**config.mk**
```make
export PLATFORM = sky130hd
export DESIGN_NAME = sprite_pos_ctrl
export DESIGN_NICKNAME = d
export VERILOG_FILES = /design/src/rtl/sprite_pkg.sv /design/src/rtl/axis_stepper.sv /design/src/rtl/sprite_pos_ctrl.sv
export SDC_FILE = /design/constraint.sdc
export NUM_CORES = 1
export LEC_CHECK = 0
export CAP_MARGIN = 20
export CORE_UTILIZATION = 40
export CTS_BUF_LIST = sky130_fd_sc_hd__clkbuf_16
export CTS_CLUSTER_SIZE = 14
export DETAILED_ROUTE_END_ITERATION = 7
export HOLD_SLACK_MARGIN = 0.02
export SYNTH_ARGS = -nofsm -noshare
export SYNTH_HDL_FRONTEND = slang
export SYNTH_SLANG_ARGS = --single-unit
```
**constraint.sdc**
```tcl
create_clock -name clk -period 3.55 [get_ports clk]
set_input_delay 0.355 -clock clk [delete_from_list [all_inputs] [get_ports clk]]
set_output_delay 0.355 -clock clk [all_outputs]
set_load 0.02 [all_outputs]
```
**src/rtl/sprite_pkg.sv**
```systemverilog
// sprite_pkg: shared screen/sprite defaults, axis FSM state type and centring helper
package sprite_pkg;
  localparam int H_ACTIVE_DEF     = 640;
  localparam int V_ACTIVE_DEF     = 480;
  localparam int OBJ_W_DEF        = 32;
  localparam int OBJ_H_DEF        = 32;
  localparam int STEP_DEF         = 8;
  localparam int REPEAT_DELAY_DEF = 30;
  localparam int REPEAT_RATE_DEF  = 6;
  localparam int POS_W            = 10;
  typedef enum logic [1:0] {IDLE, HELD, REPEAT} axis_state_t;
  function automatic int centre(input int active, input int obj);
    return (active - obj) / 2;
  endfunction
endpackage

```
**src/rtl/axis_stepper.sv**
```systemverilog
// axis_stepper: one movement axis -- key edge detect, pending step, hold/repeat FSM, clamped position
//   clk, rst (async, active-high), frame_tick : timing
//   key_p / key_n : keys moving towards LIMIT / towards 0
//   pos : position in [0, LIMIT]; hit : clamp pulse; held : OR of registered key levels
//   SPRITE_AUTO_REPEAT_EN : enables the REPEAT state and frame counter
module axis_stepper
  import sprite_pkg::*;
#(
  parameter int LIMIT        = 608,
  parameter int INIT         = 304,
  parameter int STEP         = STEP_DEF,
  parameter int REPEAT_DELAY = REPEAT_DELAY_DEF,
  parameter int REPEAT_RATE  = REPEAT_RATE_DEF
)(
  input  logic             clk,
  input  logic             rst,
  input  logic             frame_tick,
  input  logic             key_p,
  input  logic             key_n,
  output logic [POS_W-1:0] pos,
  output logic             hit,
  output logic             held
);
  localparam logic signed [10:0] S   = 11'(STEP);
  localparam logic signed [10:0] LIM = 11'(LIMIT);
  axis_state_t state, state_n;
  logic r_p, r_n, first, pend_p, pend_n, fire;
  logic rise_p, rise_n, dir_p, dir_n, go_p, go_n, go;
  logic signed [10:0] sum;
  // first masks edges in the cycle after reset so a key held through reset is not a press
  assign rise_p = key_p & ~r_p & ~first;
  assign rise_n = key_n & ~r_n & ~first;
  assign held   = r_p | r_n;
  assign dir_p  = pend_p | rise_p | (fire & r_p);
  assign dir_n  = pend_n | rise_n | (fire & r_n);
  // a direction steps only if the opposite key is neither requesting nor held
  assign go_p   = frame_tick & dir_p & ~(dir_n | r_n | key_n);
  assign go_n   = frame_tick & dir_n & ~(dir_p | r_p | key_p);
  assign go     = go_p | go_n;
  assign sum    = $signed({1'b0, pos}) + (go_n ? -S : S);
`ifdef SPRITE_AUTO_REPEAT_EN
  localparam int CW = $clog2((REPEAT_DELAY > REPEAT_RATE ? REPEAT_DELAY : REPEAT_RATE) + 1);
  logic [CW-1:0] cnt, cnt_n;
  always_comb begin
    state_n = state;
    cnt_n   = cnt;
    fire    = 1'b0;
    case (state)
      IDLE: begin
        state_n = (rise_p | rise_n) ? HELD : IDLE;
        cnt_n   = '0;
      end
      HELD: begin
        if (!held) begin
          state_n = (rise_p | rise_n) ? HELD : IDLE;
          cnt_n   = '0;
        end else if (frame_tick) begin
          // preload so the first frame in REPEAT already fires
          state_n = (cnt + 1'b1 == CW'(REPEAT_DELAY)) ? REPEAT : HELD;
          cnt_n   = (cnt + 1'b1 == CW'(REPEAT_DELAY)) ? CW'(REPEAT_RATE - 1) : cnt + 1'b1;
        end
      end
      REPEAT: begin
        if (!held) begin
          state_n = (rise_p | rise_n) ? HELD : IDLE;
          cnt_n   = '0;
        end else if (frame_tick) begin
          fire  = cnt == CW'(REPEAT_RATE - 1);
          cnt_n = fire ? '0 : cnt + 1'b1;
        end
      end
      default: state_n = IDLE;
    endcase
  end
  always_ff @(posedge clk or posedge rst)
    if (rst) cnt <= '0;
    else cnt <= cnt_n;
`else
  assign fire    = 1'b0;
  assign state_n = (rise_p | rise_n | (state == HELD && held)) ? HELD : IDLE;
`endif
  always_ff @(posedge clk or posedge rst) begin
    if (rst) begin
      state  <= IDLE;
      first  <= 1'b1;
      r_p    <= 1'b0;
      r_n    <= 1'b0;
      pend_p <= 1'b0;
      pend_n <= 1'b0;
      hit    <= 1'b0;
      pos    <= POS_W'(INIT);
    end else begin
      state  <= state_n;
      first  <= 1'b0;
      r_p    <= key_p;
      r_n    <= key_n;
      pend_p <= ~frame_tick & (pend_p | rise_p);
      pend_n <= ~frame_tick & (pend_n | rise_n);
      hit    <= go & (sum < 11'sd0 || sum > LIM);
      pos    <= !go ? pos : sum < 11'sd0 ? '0 : sum > LIM ? POS_W'(LIMIT) : sum[POS_W-1:0];
    end
  end
endmodule

```
**src/rtl/sprite_pos_ctrl.sv**
```systemverilog
// sprite_pos_ctrl: frame-synchronous keyboard-driven sprite position with edge clamping
//   clk, rst (async, active-high), frame_tick : timing
//   move_up/down/left/right : debounced key levels
//   pos_x, pos_y : sprite top-left; moving : any key held; edge_hit : clamp pulse
//   SPRITE_AUTO_REPEAT_EN : enables hold-to-repeat stepping
module sprite_pos_ctrl
  import sprite_pkg::*;
#(
  parameter int H_ACTIVE     = H_ACTIVE_DEF,
  parameter int V_ACTIVE     = V_ACTIVE_DEF,
  parameter int OBJ_W        = OBJ_W_DEF,
  parameter int OBJ_H        = OBJ_H_DEF,
  parameter int STEP         = STEP_DEF,
  parameter int REPEAT_DELAY = REPEAT_DELAY_DEF,
  parameter int REPEAT_RATE  = REPEAT_RATE_DEF
)(
  input  logic             clk,
  input  logic             rst,
  input  logic             frame_tick,
  input  logic             move_up,
  input  logic             move_down,
  input  logic             move_left,
  input  logic             move_right,
  output logic [POS_W-1:0] pos_x,
  output logic [POS_W-1:0] pos_y,
  output logic             moving,
  output logic             edge_hit
);
  logic held_x, held_y, hit_x, hit_y;
  axis_stepper #(
    .LIMIT(H_ACTIVE - OBJ_W), .INIT(centre(H_ACTIVE, OBJ_W)), .STEP(STEP),
    .REPEAT_DELAY(REPEAT_DELAY), .REPEAT_RATE(REPEAT_RATE)
  ) u_x (
    .clk(clk), .rst(rst), .frame_tick(frame_tick),
    .key_p(move_right), .key_n(move_left),
    .pos(pos_x), .hit(hit_x), .held(held_x)
  );
  // screen y grows downwards, so down is the positive key
  axis_stepper #(
    .LIMIT(V_ACTIVE - OBJ_H), .INIT(centre(V_ACTIVE, OBJ_H)), .STEP(STEP),
    .REPEAT_DELAY(REPEAT_DELAY), .REPEAT_RATE(REPEAT_RATE)
  ) u_y (
    .clk(clk), .rst(rst), .frame_tick(frame_tick),
    .key_p(move_down), .key_n(move_up),
    .pos(pos_y), .hit(hit_y), .held(held_y)
  );
  assign moving   = held_x | held_y;
  assign edge_hit = hit_x | hit_y;
endmodule

```
==> out/metrics.yaml <==
outcome:
  status: "complete, no violations"
grt:
  gr-usage-met1: 0.201
  grt_pass1_wl_um: 5290
  met3_usage: 0.0428
  met2_usage: 0.258
  grt_max_degree: 26
  grt_overflow: 0
  grt_pass1_vias: 1223
  grt_antenna_before_repair: 0
  gr-max-usage-layer: "met2"
  track_usage: 0.154
timing:
  layout_min_cycle_time_ns: 3.19
  hold_slack_ns: 0.485
  drv_slew: 0
  finalSetupViolCount: 0
  tightest_slew_ns: 0.912
  final_hold_viol_count: 0
  post-route-period-util: 0.899
  max_freq_mhz: 313
  rsz0062_at_grt: "false"
  finalSetupTns_ns: 0
  maxSlewHeadroom: 0.391
  finClkSkew_ns: 0.00143
worst_setup_path:
  cpMaxStageDelayCell: "clkdlybuf4s50_1"
  path_delay_family: "compound AO/OA/AOI/OAI gates"
  reg2reg_slack_ns: 0.52
  crit_required_ns: 3.70
  max_stage_delay_ns: 0.49
  path_cells: "clkdlybuf4s50_1 -> nor3b_2 -> nor2_1 -> or4_4 -> inv_2 -> ha_1 -> a21o_1 -> a221o_1 -> a21oi_1 -> xnor2_1 -> a221oi_2 -> a22o_1"
  r2r_start: "u_y.r_n$_DFF_PP0_"
  end_kind: "register"
  worstPathMaxFanout: 9
  rr_worst_depth: 11
  cp.arrival_ns: 3.34
  startpoint_type: "input port"
  crit_buf_inv: 2
  reg2reg_to: "u_y.pos[4]$_DFFE_PP0P_"
  worstSetupPathType: "in -> reg"
cts:
  cts_root_buf: "clkbuf_16"
  worstSkewPairLatency_ns: 0.25
  postCtsSetupBuffers: 0
  cts_tree: "built"
  cts_sinks: 25
  cts_buffers: 3
  path_clk_slew_ns: 0.06
  cts_resized: 0
  cts_hold_buf: 0
  h-tree-depth: 1
  clock_path_buffers: 2
die:
  fp.dieW_um: 67.0
  core-area_um2: 4030
  rows: 23
  die-area_um2: 4490
  die_h_um: 67.0
  floorplan.initialDensity: 0.419
  ioPinCount: 29
yosys:
  syn-mean-instance-area_um2: 9.94
  synth_warnings: 0
  synth_cell_types: 47
  synthArstFlopShare: 1.00
  ys_seq_area_frac: 0.376
  yosys.area_share.adder: 0.113
  synth_compound_area_frac: 0.212
  synthMuxAreaShare: 0
  synth-edff-count: 0
  ys_ff_latch: 25
  syn_inst: 170
  syn_area_um2: 1690
  synth_top_family_by_area: "compound AO/OA/AOI/OAI gates"
  yosys.area_share.simple: 0.203
  synth_xor_area_frac: 0.0526
  synthFlopType: "dfrtp_1"
power:
  p_leak_nw: 0.956
  max-vdd-ir-drop_uv: 323
  powerDensity_nw_per_um2: 544
  total_power_mw: 1.11
detailed_routing:
  finalWirelength_um: 3180
  post_drt_wl_per_cell_um: 12.9
  first_iter_violations: 35
  vias_per_cell: 5.30
  drc_errors: 0
  dr.pass1.iters: 6
  dr_total_vias: 1309
  ant_nets: 0
min_path:
  min_to: "u_x.pos[8]$_DFFE_PP1P_"
  min_from: "u_x.pos[8]$_DFFE_PP1P_"
  worstHoldPathType: "reg -> reg"
  min_delay_path_depth: 2
layout:
  multi_input_area_um2: 1010
  area_growth_pct: 21.0
  nFillCells: 390
  drive_gt1_frac: 0.147
  regArea_um2: 634
  final_nets: 219
  n_antenna_cell: 0
  utilization: 0.507
run:
  maxCapViolations: 0
placed_design:
  gp_congestion: 0.884
  hpwlAfterDp_um: 2530
  portBuffers: 22
[worst min-delay path: stages, from the launching register on]
cell     delay [ns]
dfstp_2        0.38
nand2_1        0.05
o21ai_1        0.05
[registers in the layout (all words and copies together), names as in the netlist]
name and cells:
u_x.pend_n 1, u_x.r_p 1, u_x.pend_p 1, u_y.pend_p 1, u_y.pos 7, u_y.first 1, u_y.r_p 1, u_x.hit 1
u_y.r_n 1, u_x.pos 7, u_y.hit 1, u_y.pend_n 1, u_x.r_n 1
[area by class of cell]
cell class | count | area share
Tap cell | 50 | 0.0306
Inverter | 5 | 0.00919
Clock inverter | 1 | 0.00184
Multi-Input combinational cell | 138 | 0.492
Timing Repair Buffer | 25 | 0.119
Clock buffer | 3 | 0.0367
Sequential cell | 25 | 0.310
[layer usage]
| layer | vias up | wire, um |
|---|---|---|
| li1 | 659 | - |
| met1 | 628 | 1520 |
| met2 | 20 | 1560 |
| met3 | 2 | 84 |
| met4 | 0 | 12 |
| met5 | - | 0 |
[how the worst max path moves through the flow]
| stage | from | endpoint | slack, ns | depth (start not counted) |
|---|---|---|---|---|
| final | move_up | u_y.pos[4]$_DFFE_PP0P_ | 0.36 | 12 |
| after global routing | frame_tick | u_x.pos[7]$_DFFE_PP0P_ | 0.06 | 11 |
| after CTS | move_up | u_y.pos[4]$_DFFE_PP0P_ | 0.36 | 12 |
| after detailed placement | move_up | u_y.pos[4]$_DFFE_PP0P_ | 0.09 | 12 |
| after global placement | move_up | u_y.pos[4]$_DFFE_PP0P_ | 0.17 | 12 |
| after floorplan | u_y.r_n$_DFF_PP0_ | u_y.pos[4]$_DFFE_PP0P_ | 0.74 | 11 |
[synthesized netlist by cell type, drive strengths merged, types with 3 or more instances]
cell	count	share of area
xnor2	6	0.042
buf	6	0.027
nor2	17	0.038
nor2b	3	0.011
a22o	4	0.021
nand2b	4	0.015
ha	12	0.089
inv	5	0.011
a21o	6	0.027
o21ai	14	0.048
nor3b	3	0.016
nand3	4	0.012
a221oi	3	0.030
dfstp	7	0.11
a21oi	10	0.030
dfrtp	18	0.27
nand2	14	0.031
and3	6	0.024
and2	3	0.011
[where the power goes]
part	switching [mW]	total [mW]	internal [mW]
clock network	0.0946	0.245	0.150
logic	0.241	0.458	0.217
registers	0.0605	0.408	0.348
[through the flow]
step / cells / worst slack [ns] / area (um2)
global route: 247 / 0.0602 / 2040
finish: 247 / 0.358 / 2040
global placement: 243 / 0.175 / 1960
floorplan: 176 / 0.743 / 1710
CTS: 247 / 0.362 / 2040
detailed placement: 243 / 0.0927 / 1960
[kinds of logic (layout without fill, tap and decap cells)]
group | after synthesis | count (layout)
other cells | 1 | 7
flops | 25 | 25
buf+inv | 13 | 34
compound gates | 45 | 45
fa+ha+maj | 14 | 14
simple gates | 64 | 64
xor+xnor | 8 | 8
[cell usage in the layout (no fill, tap or decap), types with 2 or more instances in the layout]
| master | Yosys | layout |
|---|---|---|
| clkdlybuf4s50_1 | 0 | 22 |
| dfrtp_1 | 18 | 18 |
| nor2_1 | 17 | 17 |
| nand2_1 | 14 | 14 |
| ha_1 | 12 | 12 |
| a21oi_1 | 10 | 10 |
| conb_1 | 1 | 7 |
| dfstp_2 | 7 | 7 |
| a21o_1 | 6 | 6 |
| o21ai_1 | 6 | 6 |
| o21ai_0 | 5 | 5 |
| xnor2_1 | 5 | 5 |
| nand2b_1 | 4 | 4 |
| nand3_1 | 4 | 4 |
| and3_1 | 4 | 4 |
| a22o_1 | 4 | 4 |
| inv_1 | 3 | 4 |
| nor2b_1 | 3 | 3 |
| o21ai_2 | 3 | 3 |
| and2_1 | 3 | 3 |
| clkbuf_16 | 0 | 3 |
| buf_4 | 6 | 3 |
| and3_2 | 2 | 2 |
| nor3b_1 | 2 | 2 |
| nor4b_1 | 2 | 2 |
| inv_2 | 2 | 2 |
| nor3_1 | 2 | 2 |
| xor2_1 | 2 | 2 |
| fa_1 | 2 | 2 |
Power figures use the tool's default switching activity.
